<file path="src/rtl/sim_status_mbox_pkg.sv">
// Shared constants for the simulation status mailbox: register offsets,
// event codes, FSM encoding and STATUS bit positions.
package sim_mbox_pkg;

    localparam logic [4:0] OFF_CTRL   = 5'h00;
    localparam logic [4:0] OFF_CYCLES = 5'h04;
    localparam logic [4:0] OFF_COUNTS = 5'h08;
    localparam logic [4:0] OFF_INFO   = 5'h10;
    localparam logic [4:0] OFF_WARN   = 5'h14;
    localparam logic [4:0] OFF_PASS   = 5'h18;
    localparam logic [4:0] OFF_FAIL   = 5'h1C;

    localparam logic [1:0] EVT_INFO = 2'd0;
    localparam logic [1:0] EVT_WARN = 2'd1;
    localparam logic [1:0] EVT_PASS = 2'd2;
    localparam logic [1:0] EVT_FAIL = 2'd3;

    localparam logic [1:0] ST_RUN   = 2'd0;
    localparam logic [1:0] ST_DRAIN = 2'd1;
    localparam logic [1:0] ST_END   = 2'd2;

    localparam int STAT_DONE    = 2;
    localparam int STAT_PASSED  = 3;
    localparam int STAT_FAILED  = 4;
    localparam int STAT_TIMEOUT = 5;
    localparam int STAT_OVF     = 6;

    typedef struct packed {
        logic [1:0]  code;
        logic [31:0] data;
    } evt_t;

endpackage

</file>
<file path="src/rtl/sim_status_mbox_if.sv">
// RAM-side access bus plus the event pop stream of the status mailbox.
interface sim_status_mbox_if #(
    parameter int BWIDTH = 64
) ();

    logic              cs;
    logic              we;
    logic [31:0]       addr;
    logic [BWIDTH-1:0] mask;
    logic [BWIDTH-1:0] wrData;
    logic [BWIDTH-1:0] rdData;
    logic              evtVld;
    logic [1:0]        evtCode;
    logic [31:0]       evtData;
    logic              evtRdy;

    modport master (
        output cs, we, addr, mask, wrData, evtRdy,
        input  rdData, evtVld, evtCode, evtData
    );

    modport slave (
        input  cs, we, addr, mask, wrData, evtRdy,
        output rdData, evtVld, evtCode, evtData
    );

endinterface

</file>
<file path="src/rtl/sim_status_mbox_fifo.sv">
// First-word-fall-through event FIFO; a push into a full FIFO is accepted only
// when a pop frees a slot on the same edge.
module sim_mbox_fifo
    import sim_mbox_pkg::*;
#(
    parameter int DEPTH = 8
) (
    input  logic clk_i,
    input  logic rst_i,
    input  logic push_i,
    input  evt_t pushData_i,
    input  logic pop_i,
    output evt_t head_o,
    output logic headVld_o,
    output logic full_o
);

    localparam int AW = $clog2(DEPTH);
    localparam int CW = AW + 1;

    evt_t          mem_q [DEPTH];
    logic [AW-1:0] wrPtr_q;
    logic [AW-1:0] rdPtr_q;
    logic [CW-1:0] count_q;
    logic          empty;
    logic          doPush;
    logic          doPop;

    assign empty     = (count_q == '0);
    assign full_o    = (count_q == CW'(DEPTH));
    assign doPop     = pop_i && !empty;
    assign doPush    = push_i && (!full_o || doPop);
    assign headVld_o = !empty;
    assign head_o    = empty ? '0 : mem_q[rdPtr_q];

    always_ff @(posedge clk_i) begin
        if (rst_i) begin
            mem_q   <= '{default: '0};
            wrPtr_q <= '0;
            rdPtr_q <= '0;
            count_q <= '0;
        end else begin
            if (doPush) begin
                mem_q[wrPtr_q] <= pushData_i;
                wrPtr_q        <= wrPtr_q + 1'b1;
            end
            if (doPop) begin
                rdPtr_q <= rdPtr_q + 1'b1;
            end
            case ({doPush, doPop})
                2'b10:   count_q <= count_q + 1'b1;
                2'b01:   count_q <= count_q - 1'b1;
                default: count_q <= count_q;
            endcase
        end
    end

endmodule

</file>
<file path="src/rtl/sim_status_mbox.sv">
// Memory-mapped simulation status mailbox: decodes INFO/WARN/PASS/FAIL writes,
// runs the watchdog and drain FSM, and queues events for the bench to display.
module sim_status_mbox
    import sim_mbox_pkg::*;
#(
    parameter int          BWIDTH       = 64,
    parameter logic [31:0] ADDR_BASE    = 32'hFFFFFFE0,
    parameter int unsigned MAX_CLOCKS   = 100000,
    parameter int unsigned FINISH_DELAY = 4,
    parameter int          FIFO_DEPTH   = 8
) (
    input  logic              clk_i,
    input  logic              rst_i,
    sim_status_mbox_if.slave  bus,
    output logic              done_o,
    output logic              passed_o,
    output logic              failed_o,
    output logic              timeout_o,
    output logic [15:0]       warnCnt_o
);

    localparam int DW = (FINISH_DELAY > 1) ? $clog2(FINISH_DELAY) : 1;

    logic [1:0]    state_q, state_d;
    logic [31:0]   cycleCnt_q, cycleCnt_d;
    logic [DW-1:0] drainCnt_q, drainCnt_d;
    logic          passed_q, passed_d;
    logic          failed_q, failed_d;
    logic          timeout_q, timeout_d;
    logic          ovf_q, ovf_d;
    logic [15:0]   infoCnt_q, infoCnt_d;
    logic [15:0]   warnCnt_q, warnCnt_d;
    logic [31:0]   rdData_q, rdData_d;

    logic [31:0] laneMask;
    logic [31:0] laneWr;
    logic [4:0]  offset;
    logic [1:0]  evtCode;
    logic        hit, wrEn, kick, isEvt, resultWr, wdExpire, done;
    logic [31:0] rdWord;
    evt_t        pushEvt, headEvt;
    logic        fifoVld, fifoFull;

    // On a 64-bit bus ADDR[2] picks the 32-bit lane; a 32-bit bus has only one.
    assign laneMask = (BWIDTH == 64 && bus.addr[2]) ? bus.mask[BWIDTH-1 -: 32]   : bus.mask[31:0];
    assign laneWr   = (BWIDTH == 64 && bus.addr[2]) ? bus.wrData[BWIDTH-1 -: 32] : bus.wrData[31:0];

    assign hit      = bus.cs && ((bus.addr & ~32'h1F) == ADDR_BASE);
    assign offset   = bus.addr[4:0];
    assign wrEn     = hit && bus.we && (laneMask != '0);
    assign kick     = wrEn && (offset == OFF_CTRL);
    assign isEvt    = wrEn && offset[4] && (offset[1:0] == 2'b00);
    assign evtCode  = offset[3:2];
    assign resultWr = isEvt && (evtCode == EVT_PASS || evtCode == EVT_FAIL);
    assign wdExpire = (MAX_CLOCKS != 0) && (cycleCnt_q == 32'(MAX_CLOCKS - 1));
    assign done     = (state_q == ST_END);
    assign pushEvt  = '{code: evtCode, data: laneWr & laneMask};

    sim_mbox_fifo #(
        .DEPTH (FIFO_DEPTH)
    ) u_fifo (
        .clk_i      (clk_i),
        .rst_i      (rst_i),
        .push_i     (isEvt),
        .pushData_i (pushEvt),
        .pop_i      (bus.evtRdy),
        .head_o     (headEvt),
        .headVld_o  (fifoVld),
        .full_o     (fifoFull)
    );

    // A result write outranks both a kick and a same-cycle watchdog expiry.
    always_comb begin
        state_d    = state_q;
        cycleCnt_d = cycleCnt_q;
        drainCnt_d = drainCnt_q;
        passed_d   = passed_q;
        failed_d   = failed_q;
        timeout_d  = timeout_q;
        case (state_q)
            ST_RUN: begin
                if (cycleCnt_q != '1) begin
                    cycleCnt_d = cycleCnt_q + 32'd1;
                end
                if (resultWr) begin
                    passed_d   = passed_q | (evtCode == EVT_PASS);
                    failed_d   = failed_q | (evtCode == EVT_FAIL);
                    state_d    = ST_DRAIN;
                    drainCnt_d = DW'(FINISH_DELAY - 1);
                end else if (kick) begin
                    cycleCnt_d = '0;
                end else if (wdExpire) begin
                    timeout_d  = 1'b1;
                    state_d    = ST_DRAIN;
                    drainCnt_d = DW'(FINISH_DELAY - 1);
                end
            end
            ST_DRAIN: begin
                if (drainCnt_q == '0) begin
                    state_d = ST_END;
                end else begin
                    drainCnt_d = drainCnt_q - 1'b1;
                end
            end
            default: state_d = state_q;
        endcase
    end

    always_comb begin
        infoCnt_d = infoCnt_q;
        warnCnt_d = warnCnt_q;
        ovf_d     = ovf_q | (isEvt && fifoFull && !bus.evtRdy);
        if (isEvt && evtCode == EVT_INFO && infoCnt_q != 16'hFFFF) begin
            infoCnt_d = infoCnt_q + 16'd1;
        end
        if (isEvt && evtCode == EVT_WARN && warnCnt_q != 16'hFFFF) begin
            warnCnt_d = warnCnt_q + 16'd1;
        end
    end

    always_comb begin
        rdWord = '0;
        case (offset)
            OFF_CTRL:   rdWord = {25'b0, ovf_q, timeout_q, failed_q, passed_q, done, state_q};
            OFF_CYCLES: rdWord = cycleCnt_q;
            OFF_COUNTS: rdWord = {infoCnt_q, warnCnt_q};
            default:    rdWord = '0;
        endcase
        rdData_d = (hit && !bus.we) ? rdWord : '0;
    end

    always_ff @(posedge clk_i) begin
        if (rst_i) begin
            state_q    <= ST_RUN;
            cycleCnt_q <= '0;
            drainCnt_q <= '0;
            passed_q   <= 1'b0;
            failed_q   <= 1'b0;
            timeout_q  <= 1'b0;
            ovf_q      <= 1'b0;
            infoCnt_q  <= '0;
            warnCnt_q  <= '0;
            rdData_q   <= '0;
        end else begin
            state_q    <= state_d;
            cycleCnt_q <= cycleCnt_d;
            drainCnt_q <= drainCnt_d;
            passed_q   <= passed_d;
            failed_q   <= failed_d;
            timeout_q  <= timeout_d;
            ovf_q      <= ovf_d;
            infoCnt_q  <= infoCnt_d;
            warnCnt_q  <= warnCnt_d;
            rdData_q   <= rdData_d;
        end
    end

    assign bus.rdData  = {(BWIDTH / 32){rdData_q}};
    assign bus.evtVld  = fifoVld;
    assign bus.evtCode = headEvt.code;
    assign bus.evtData = headEvt.data;
    assign done_o      = done;
    assign passed_o    = passed_q;
    assign failed_o    = failed_q;
    assign timeout_o   = timeout_q;
    assign warnCnt_o   = warnCnt_q;

endmodule

</file>
<file path="src/flat_wrapper.sv">
// flat-port wrapper written by rule: the top's interface ports become plain ports
module sim_status_mbox_flat import sim_mbox_pkg::*;
#(
    parameter int          BWIDTH       = 64,
    parameter logic [31:0] ADDR_BASE    = 32'hFFFFFFE0,
    parameter int unsigned MAX_CLOCKS   = 100000,
    parameter int unsigned FINISH_DELAY = 4,
    parameter int          FIFO_DEPTH   = 8
)
  (clk_i, rst_i, done_o, passed_o, failed_o, timeout_o, warnCnt_o, bus_cs, bus_we, bus_addr, bus_mask, bus_wrData, bus_evtRdy, bus_rdData, bus_evtVld, bus_evtCode, bus_evtData);
  sim_status_mbox_if #(.BWIDTH(BWIDTH)) bus_i ();
  input  logic clk_i;
  input  logic rst_i;
  output logic done_o;
  output logic passed_o;
  output logic failed_o;
  output logic timeout_o;
  output logic [15:0] warnCnt_o;
  input wire logic [$bits(bus_i.cs)-1:0] bus_cs;
  input wire logic [$bits(bus_i.we)-1:0] bus_we;
  input wire logic [$bits(bus_i.addr)-1:0] bus_addr;
  input wire logic [$bits(bus_i.mask)-1:0] bus_mask;
  input wire logic [$bits(bus_i.wrData)-1:0] bus_wrData;
  input wire logic [$bits(bus_i.evtRdy)-1:0] bus_evtRdy;
  output wire logic [$bits(bus_i.rdData)-1:0] bus_rdData;
  output wire logic [$bits(bus_i.evtVld)-1:0] bus_evtVld;
  output wire logic [$bits(bus_i.evtCode)-1:0] bus_evtCode;
  output wire logic [$bits(bus_i.evtData)-1:0] bus_evtData;
  assign bus_i.cs = bus_cs;
  assign bus_i.we = bus_we;
  assign bus_i.addr = bus_addr;
  assign bus_i.mask = bus_mask;
  assign bus_i.wrData = bus_wrData;
  assign bus_i.evtRdy = bus_evtRdy;
  assign bus_rdData = bus_i.rdData;
  assign bus_evtVld = bus_i.evtVld;
  assign bus_evtCode = bus_i.evtCode;
  assign bus_evtData = bus_i.evtData;
  sim_status_mbox #(.BWIDTH(BWIDTH), .ADDR_BASE(ADDR_BASE), .MAX_CLOCKS(MAX_CLOCKS), .FINISH_DELAY(FINISH_DELAY), .FIFO_DEPTH(FIFO_DEPTH)) u_core (.clk_i(clk_i), .rst_i(rst_i), .bus(bus_i), .done_o(done_o), .passed_o(passed_o), .failed_o(failed_o), .timeout_o(timeout_o), .warnCnt_o(warnCnt_o));
endmodule
</file>
<file path="config.mk">
export PLATFORM = sky130hd
export DESIGN_NAME = sim_status_mbox_flat
export DESIGN_NICKNAME = d
export VERILOG_FILES = /design/src/rtl/sim_status_mbox_pkg.sv /design/src/rtl/sim_status_mbox_if.sv /design/src/rtl/sim_status_mbox_fifo.sv /design/src/rtl/sim_status_mbox.sv /design/src/flat_wrapper.sv
export SDC_FILE = /design/constraint.sdc
export NUM_CORES = 1
export LEC_CHECK = 0
export CELL_PAD_IN_SITES_DETAIL_PLACEMENT = 1
export CELL_PAD_IN_SITES_GLOBAL_PLACEMENT = 1
export CORE_MARGIN = 1
export CORE_UTILIZATION = 37
export DETAILED_ROUTE_END_ITERATION = 10
export HOLD_SLACK_MARGIN = 0.03
export PLACE_DENSITY_LB_ADDON = 0.1
export SLEW_MARGIN = 20
export SYNTH_ARGS = -nofsm -noshare
export SYNTH_HDL_FRONTEND = slang
export SYNTH_SLANG_ARGS = --single-unit
export TNS_END_PERCENT = 20
</file>
<file path="constraint.sdc">
create_clock -name clk_i -period 2.3 [get_ports clk_i]
set_input_delay 0.23 -clock clk_i [delete_from_list [all_inputs] [get_ports clk_i]]
set_output_delay 0.23 -clock clk_i [all_outputs]
set_load 0.02 [all_outputs]
</file>
==> flow_summary.json, run 1 <==
{
  "yosysMostFrequentCell": "dfxtp_1",
  "drt_iter0_markers": 929,
  "placed_area_um2": 22900,
  "clockPowerShare_pct": 41.6,
  "crit_fanout": 4,
  "relSlewSlack_pct": 62.8,
  "internal_power_uw": 12900,
  "setup_viol": 37,
  "layout-drive-gt1-share_pct": 21.4,
  "post-dp-hpwl_mm": 43.9,
  "nNetsFinal": 2497,
  "finalCriticalPeriod_ns": 2.50,
  "grt_pass1_wl_mm": 101,
  "rr_startpoint": "u_core.u_fifo.count_q[2]",
  "p_leak_uw": 0.00887,
  "clock_latency_ns": 0.58,
  "synth_area_um2": 18100,
  "power_density_nw_per_um2": 693,
  "viasPerCell": 5.62,
  "setup_ws_ns": -0.200,
  "register_area_um2": 7740,
  "gr-total-overflow": 0,
  "wl_per_cell_um": 21.8,
  "path_clk_slew_ns": 0.06,
  "rrSetupSlack_ns": -0.08,
  "area_growth_pct": 38.7,
  "root_buffer": "clkbuf_16",
  "crit_path_start": "bus_mask[21]",
  "switchingPower_uw": 4500,
  "antenna_found_initial": 0,
  "yosysWarnings": 0,
  "design_area_um2": 25100,
  "crit_path_end_kind": "flip-flop",
  "dieArea_um2": 49900,
  "die_width_um": 223,
  "rows": 80,
  "synthTopCellsByCount": "dfxtp_1 (386), o21ai_0 (281), nand3b_1 (258), nor2_1 (152), clkbuf_1 (127)",
  "multi_input_area_um2": 9790,
  "postSynthAreaPerCell_um2": 9.31,
  "cts.path.max_buffers": 3,
  "drv_slew": 0,
  "fp.coreArea_um2": 48000,
  "tightest_slew_ns": 0.552,
  "synth_area_leaders": "dfxtp_1 (43%), nand3b_1 (11%), mux4_2 (8.5%), o21ai_0 (7.8%), mux2i_1 (3.4%)",
  "diodes": 0,
  "post_synth_num_cell_types": 58,
  "cts_tree": "yes",
  "path_class": "in2reg",
  "yosysTopAreaCellShare_pct": 42.7,
  "first_global_vias": 17980,
  "synth_flop_cell": "dfxtp_1",
  "outcome": "finished, violations left",
  "synth_cells": 1946,
  "synth_edf_count": 0,
  "reg2reg_depth": 13,
  "fmax_mhz": 400,
  "crit_required_ns": 2.74,
  "dr_total_vias": 16705,
  "fin_crit_sh_pct": 109,
  "htreeDepth": 2,
  "cp.arrival_ns": 2.94,
  "cts_hold_buf": 0,
  "combPwrFrac_pct": 19.2,
  "maxCapViolCount": 0,
  "drcViolationCount": 0,
  "post-route-util_pct": 52.3,
  "seq_power_share_pct": 39.1,
  "die_h_um": 223,
  "dr.pass1.iters": 5,
  "min_from": "rst_i",
  "ys_seq_area_share_pct": 42.7,
  "start_kind": "input pin",
  "hold_violations": 0,
  "rsz0062_at_grt": "true",
  "ant_nets": 0,
  "grt_max_degree": 92,
  "peakVddDrop_mv": 0.496,
  "pin_count": 284,
  "place_congestion": 0.839,
  "swShare_pct": 25.9,
  "totalWireLength_mm": 64.7,
  "synth_largest_area_cell": "dfxtp_1",
  "portBuffers": 283,
  "start_util_pct": 37.7,
  "fin_skew_ns": 0.0116,
  "grt.total_usage_pct": 25.5,
  "regToRegEndpoint": "u_core.u_fifo.count_q[3]",
  "synthArstFlopShare_pct": 0,
  "cts_sinks": 386,
  "violations": "setup timing",
  "hold_path.class": "in2reg",
  "synth-seq-cells": 386,
  "whs_endpoint": "u_core.u_fifo.mem_q[212]",
  "cts_buffers": 44,
  "fill_cells": 5368,
  "worstHoldPathCells": 3,
  "syn_nets": 2120
}
## worst max path at each step
stage                                          end  slack (ns)  cells past startpoint
after floorplan           u_core.u_fifo.count_q[3]       -0.12                     13
after global placement    u_core.u_fifo.count_q[3]       -1.06                     16
after detailed placement  u_core.u_fifo.count_q[3]       -1.16                     15
after CTS                           bus_evtData[4]       -0.26                      7
after global routing      u_core.u_fifo.count_q[3]       -0.30                     14
final                     u_core.u_fifo.count_q[3]       -0.20                     17
## registers in the layout, indices dropped and copies added (netlist names)
signal,cells
u_core.u_fifo.count_q,4
u_core.warnCnt_o,16
u_core.rdData_q,32
u_core.infoCnt_q,16
u_core.passed_o,1
u_core.cycleCnt_q,32
u_core.state_q,2
u_core.u_fifo.mem_q,272
u_core.ovf_q,1
u_core.drainCnt_q,2
u_core.failed_o,1
u_core.u_fifo.wrPtr_q,3
u_core.u_fifo.rdPtr_q,3
u_core.timeout_o,1
## timing repair
item                                    in CTS  in global routing
buffers inserted                            29                 22
pin swaps                                   30                 44
gates resized for setup                    253                120
gates cloned                                 2                  1
endpoints found under the setup margin     319                283
## through the flow
step	setup WS, ns	std cells	hold slack (ns)	power [µW]	setup TNS (ns)
2_1_floorplan	-0.122	1946	0.425	8160	-0.122
3_3_place_gp	-1.06	2843	0.462	9580	-210.16
3_5_place_dp	-1.16	2843	0.465	9620	-225.99
4_1_cts	-0.259	2951	0.139	17400	-5.68
5_1_grt	-0.303	2970	0.180	18000	-8.44
6_report	-0.200	2970	0.180	17400	-4.27
## worst max-delay path, cell delays in order
cell and delay [ns]:
buf_8 0.10, nor4_4 0.26, buf_4 0.15, nand4_1 0.30
buf_4 0.27, or3_4 0.34, nand3_4 0.09, nand2_4 0.06
inv_4 0.07, ha_4 0.18, a21o_1 0.15, a21o_1 0.19
buf_4 0.14, nand3_1 0.07, o21ai_1 0.07, a31oi_1 0.16
a31oi_1 0.11
## area by class of cell
| type | count | share of cell area (%) |
|---|---|---|
| timing repair buffer | 525 | 21.0 |
| inverter | 20 | 0.309 |
| multi-input combinational | 1346 | 39.0 |
| sequential | 386 | 30.8 |
| tap | 615 | 3.06 |
| clock buffer | 66 | 5.20 |
| clock inverter | 12 | 0.697 |
## cells in the final DEF (no fill, tap or decap), types with 11 or more instances in the layout
cell type | netlist | routed
a21oi_1 | 44 | 41
dfxtp_1 | 386 | 382
or3_1 | 14 | 11
nand3b_1 | 258 | 258
nand2b_1 | 36 | 36
dlymetal6s2s_1 | 0 | 20
clkbuf_1 | 127 | 12
inv_1 | 20 | 19
clkdlybuf4s50_1 | 0 | 193
nor2_1 | 152 | 145
mux2i_1 | 62 | 57
clkbuf_16 | 0 | 47
nor3_1 | 20 | 18
buf_2 | 17 | 13
dlygate4sd2_1 | 0 | 18
o21ai_1 | 21 | 44
o21ai_0 | 281 | 254
mux4_2 | 68 | 68
or4_1 | 22 | 19
a22oi_1 | 25 | 25
xnor2_1 | 27 | 27
o31ai_1 | 20 | 20
buf_4 | 33 | 189
nand4_1 | 45 | 45
nand2_1 | 59 | 58
nor4_1 | 35 | 16
buf_6 | 1 | 29
nand3_1 | 65 | 65
buf_12 | 0 | 48
nor4_2 | 2 | 15
## metal layers
| layer | global-route usage, % | vias up | part of all wire (%) |
|---|---|---|---|
| met4 | 8.62 | 0 | 2.6 |
| li1 | - | 7868 | - |
| met1 | 31.3 | 8456 | 42 |
| met5 | 0 | - | 0 |
| met2 | 46.2 | 293 | 52 |
| met3 | 2.92 | 88 | 3.0 |
## power groups by stage
stage | Combinational [µW] | Sequential (µW) | Clock, µW
2_1_floorplan | 1250 | 6910 | 0
3_3_place_gp | 2640 | 6940 | 0
3_5_place_dp | 2680 | 6940 | 0
4_1_cts | 3200 | 6810 | 7410
5_1_grt | 3550 | 6820 | 7670
6_report | 3350 | 6810 | 7250
## logic make-up after synthesis
group	share of synthesized area, %
AND/OR/NAND/NOR	25.2
AO/OA/AOI/OAI	12.4
flip-flops	42.7
buffers and inverters	5.28
multiplexers	12.3
XOR/XNOR	1.60
adder cells (fa/ha/maj)	0.663
No activity file was read; power rests on OpenSTA's default activity.
==> run 2, diff against run 1 <==
Settings changed: SLEW_MARGIN 20 to 40.
==> results of run 2 <==
The final DEF is identical to that of run 1; final timing and power are the same.
==> run 3, diff against run 2 <==
Settings changed: CORE_UTILIZATION 37 to 41.
Clock period 2.3 ns to 2.5 ns, I/O delays scaled along.
==> run 3 against run 2 <==
Net effect: the flow still finishes with violations (setup timing); hold slack better by 0.044 ns; worst setup slack better by 0.12 ns; design area is 2.7% lower; critical path depth is 10 lower; routed wire length is 1.4% higher; cell count is 2.9% lower; first-iteration DRC count is 21% higher; critical endpoint is now bus_evtCode[1]; largest cell class unchanged.
==> flow_summary.json, run 3 (synthesis results as in run 1) <==
{
  "outcome": "finished, violations left",
  "violations": "setup timing",
  "path_clk_slew_ns": 0.06,
  "dp_slack_ns": -0.964,
  "hold_violations": 0,
  "crit_required_ns": 2.25,
  "rows": 76,
  "placed_area_um2": 22500,
  "crit_path_end_kind": "output pin",
  "hold_ws_ns": 0.224,
  "fmax_mhz": 387,
  "dr.pass1.iters": 5,
  "die_h_um": 212,
  "power_density_nw_per_um2": 643,
  "pin_count": 284,
  "ant_nets": 0,
  "place_congestion": 0.866,
  "post-dp-hpwl_mm": 42.7,
  "cts_sinks": 386,
  "setup_ws_ns": -0.0812,
  "cts_tree": "yes",
  "layout_commonest_cell": "dfxtp_1",
  "post-route-util_pct": 56.4,
  "cts.path.max_buffers": 3,
  "tightest_slew_ns": 0.561,
  "clock_latency_ns": 0.57,
  "grt.total_usage_pct": 29.0,
  "cp.arrival_ns": 2.33,
  "first_global_vias": 18014,
  "final_cells": 2884,
  "cts_hold_buf": 0,
  "cts_buffers": 43,
  "dieArea_um2": 45000,
  "wl_per_cell_um": 22.8,
  "start_util_pct": 41.8,
  "drv_slew": 0,
  "drcViolationCount": 0,
  "layout_common_cells": "dfxtp_1 (383), o21ai_0 (276), nand3b_1 (258)",
  "design_area_um2": 24400,
  "hold_path.class": "in2reg",
  "crit_path_start": "u_core.u_fifo.rdPtr_q[0]",
  "antenna_found_initial": 0,
  "portBuffers": 283,
  "p_leak_uw": 0.00843,
  "path_class": "reg2out",
  "finalCriticalPeriod_ns": 2.58,
  "layout-drive-gt1-share_pct": 18.6,
  "viasPerCell": 5.83,
  "peakVddDrop_mv": 0.400,
  "gr-total-overflow": 0,
  "totalWireLength_mm": 65.6,
  "crit_fanout": 5,
  "rsz0062_at_grt": "true",
  "fin_skew_ns": 0.0200,
  "diodes": 0,
  "dr_total_vias": 16824,
  "root_buffer": "clkbuf_16",
  "relSlewSlack_pct": 62.2,
  "post-place-cells": 2780,
  "rr_startpoint": "u_core.cycleCnt_q[1]",
  "die_width_um": 212,
  "area_growth_pct": 34.9,
  "start_kind": "flip-flop",
  "grt_pass1_wl_mm": 102,
  "setup_viol": 10,
  "maxCapViolCount": 0,
  "largest_reg_flops": 272,
  "htreeDepth": 2,
  "grt_max_degree": 83,
  "drt_iter0_markers": 1120,
  "min_from": "rst_i",
  "fp.coreArea_um2": 43400,
  "fin_crit_sh_pct": 103,
  "regMostFlops": "u_core.u_fifo.mem_q",
  "nNetsFinal": 2440,
  "top_regs": "u_core.u_fifo.mem_q: 272 flops, u_core.cycleCnt_q: 32 flops, u_core.rdData_q: 32 flops"
}
-- run 3: final cells by class --
cell class | instances | area [µm²]
Fill cell | 4827 | 18900
Multi-Input combinational cell | 1346 | 9700
Sequential cell | 386 | 7740
Timing Repair Buffer | 469 | 4740
Clock buffer | 62 | 1280
Tap cell | 585 | 732
Clock inverter | 16 | 170
Inverter | 20 | 77.6
-- run 3: path summary, 6_finish.rpt --
check                             endpoint  slack (ns)  cells past startpoint
hold reg to reg   u_core.u_fifo.mem_q[148]        0.48                      2
setup reg to reg          u_core.timeout_o        0.30                      8
setup / recovery            bus_evtCode[1]       -0.08                      7
hold / removal    u_core.u_fifo.count_q[1]        0.22                      3
-- run 3: critical path, cell delays in order (launching register included) --
cell	delay, ns
dfxtp_4	0.41
buf_12	0.13
buf_12	0.11
buf_16	0.12
mux4_2	0.54
mux2i_4	0.21
nor2_1	0.06
buf_4	0.16
-- run 3: metrics by stage --
step | power, µW | TNS [ns]
floorplan | 7500 | 0
global placement | 8500 | -113.63
detailed placement | 8540 | -144.30
CTS | 15800 | -0.888
global route | 16200 | -1.43
finish | 15700 | -0.267
-- run 3: report_power, final --
group	internal, µW	switching (µW)
sequential	6190	83.5
clock	3870	2680
combinational	1540	1370
total	11600	4120
-- run 3: repair_timing --
action                                  4_1_cts  5_1_grt
pin swaps                                    20       23
buffers inserted                             20        2
cloned                                        6        0
endpoints found under the setup margin       38       73
gates resized for setup                     225       45
-- run 3: per-layer routing --
metal | GRT usage (%) | part of all wire, % | up-vias
met5 | 0 | 0 | -
met4 | 11.7 | 3.3 | 0
met3 | 4.51 | 4.4 | 118
met2 | 51.5 | 52 | 413
met1 | 34.8 | 41 | 8536
li1 | - | - | 7757
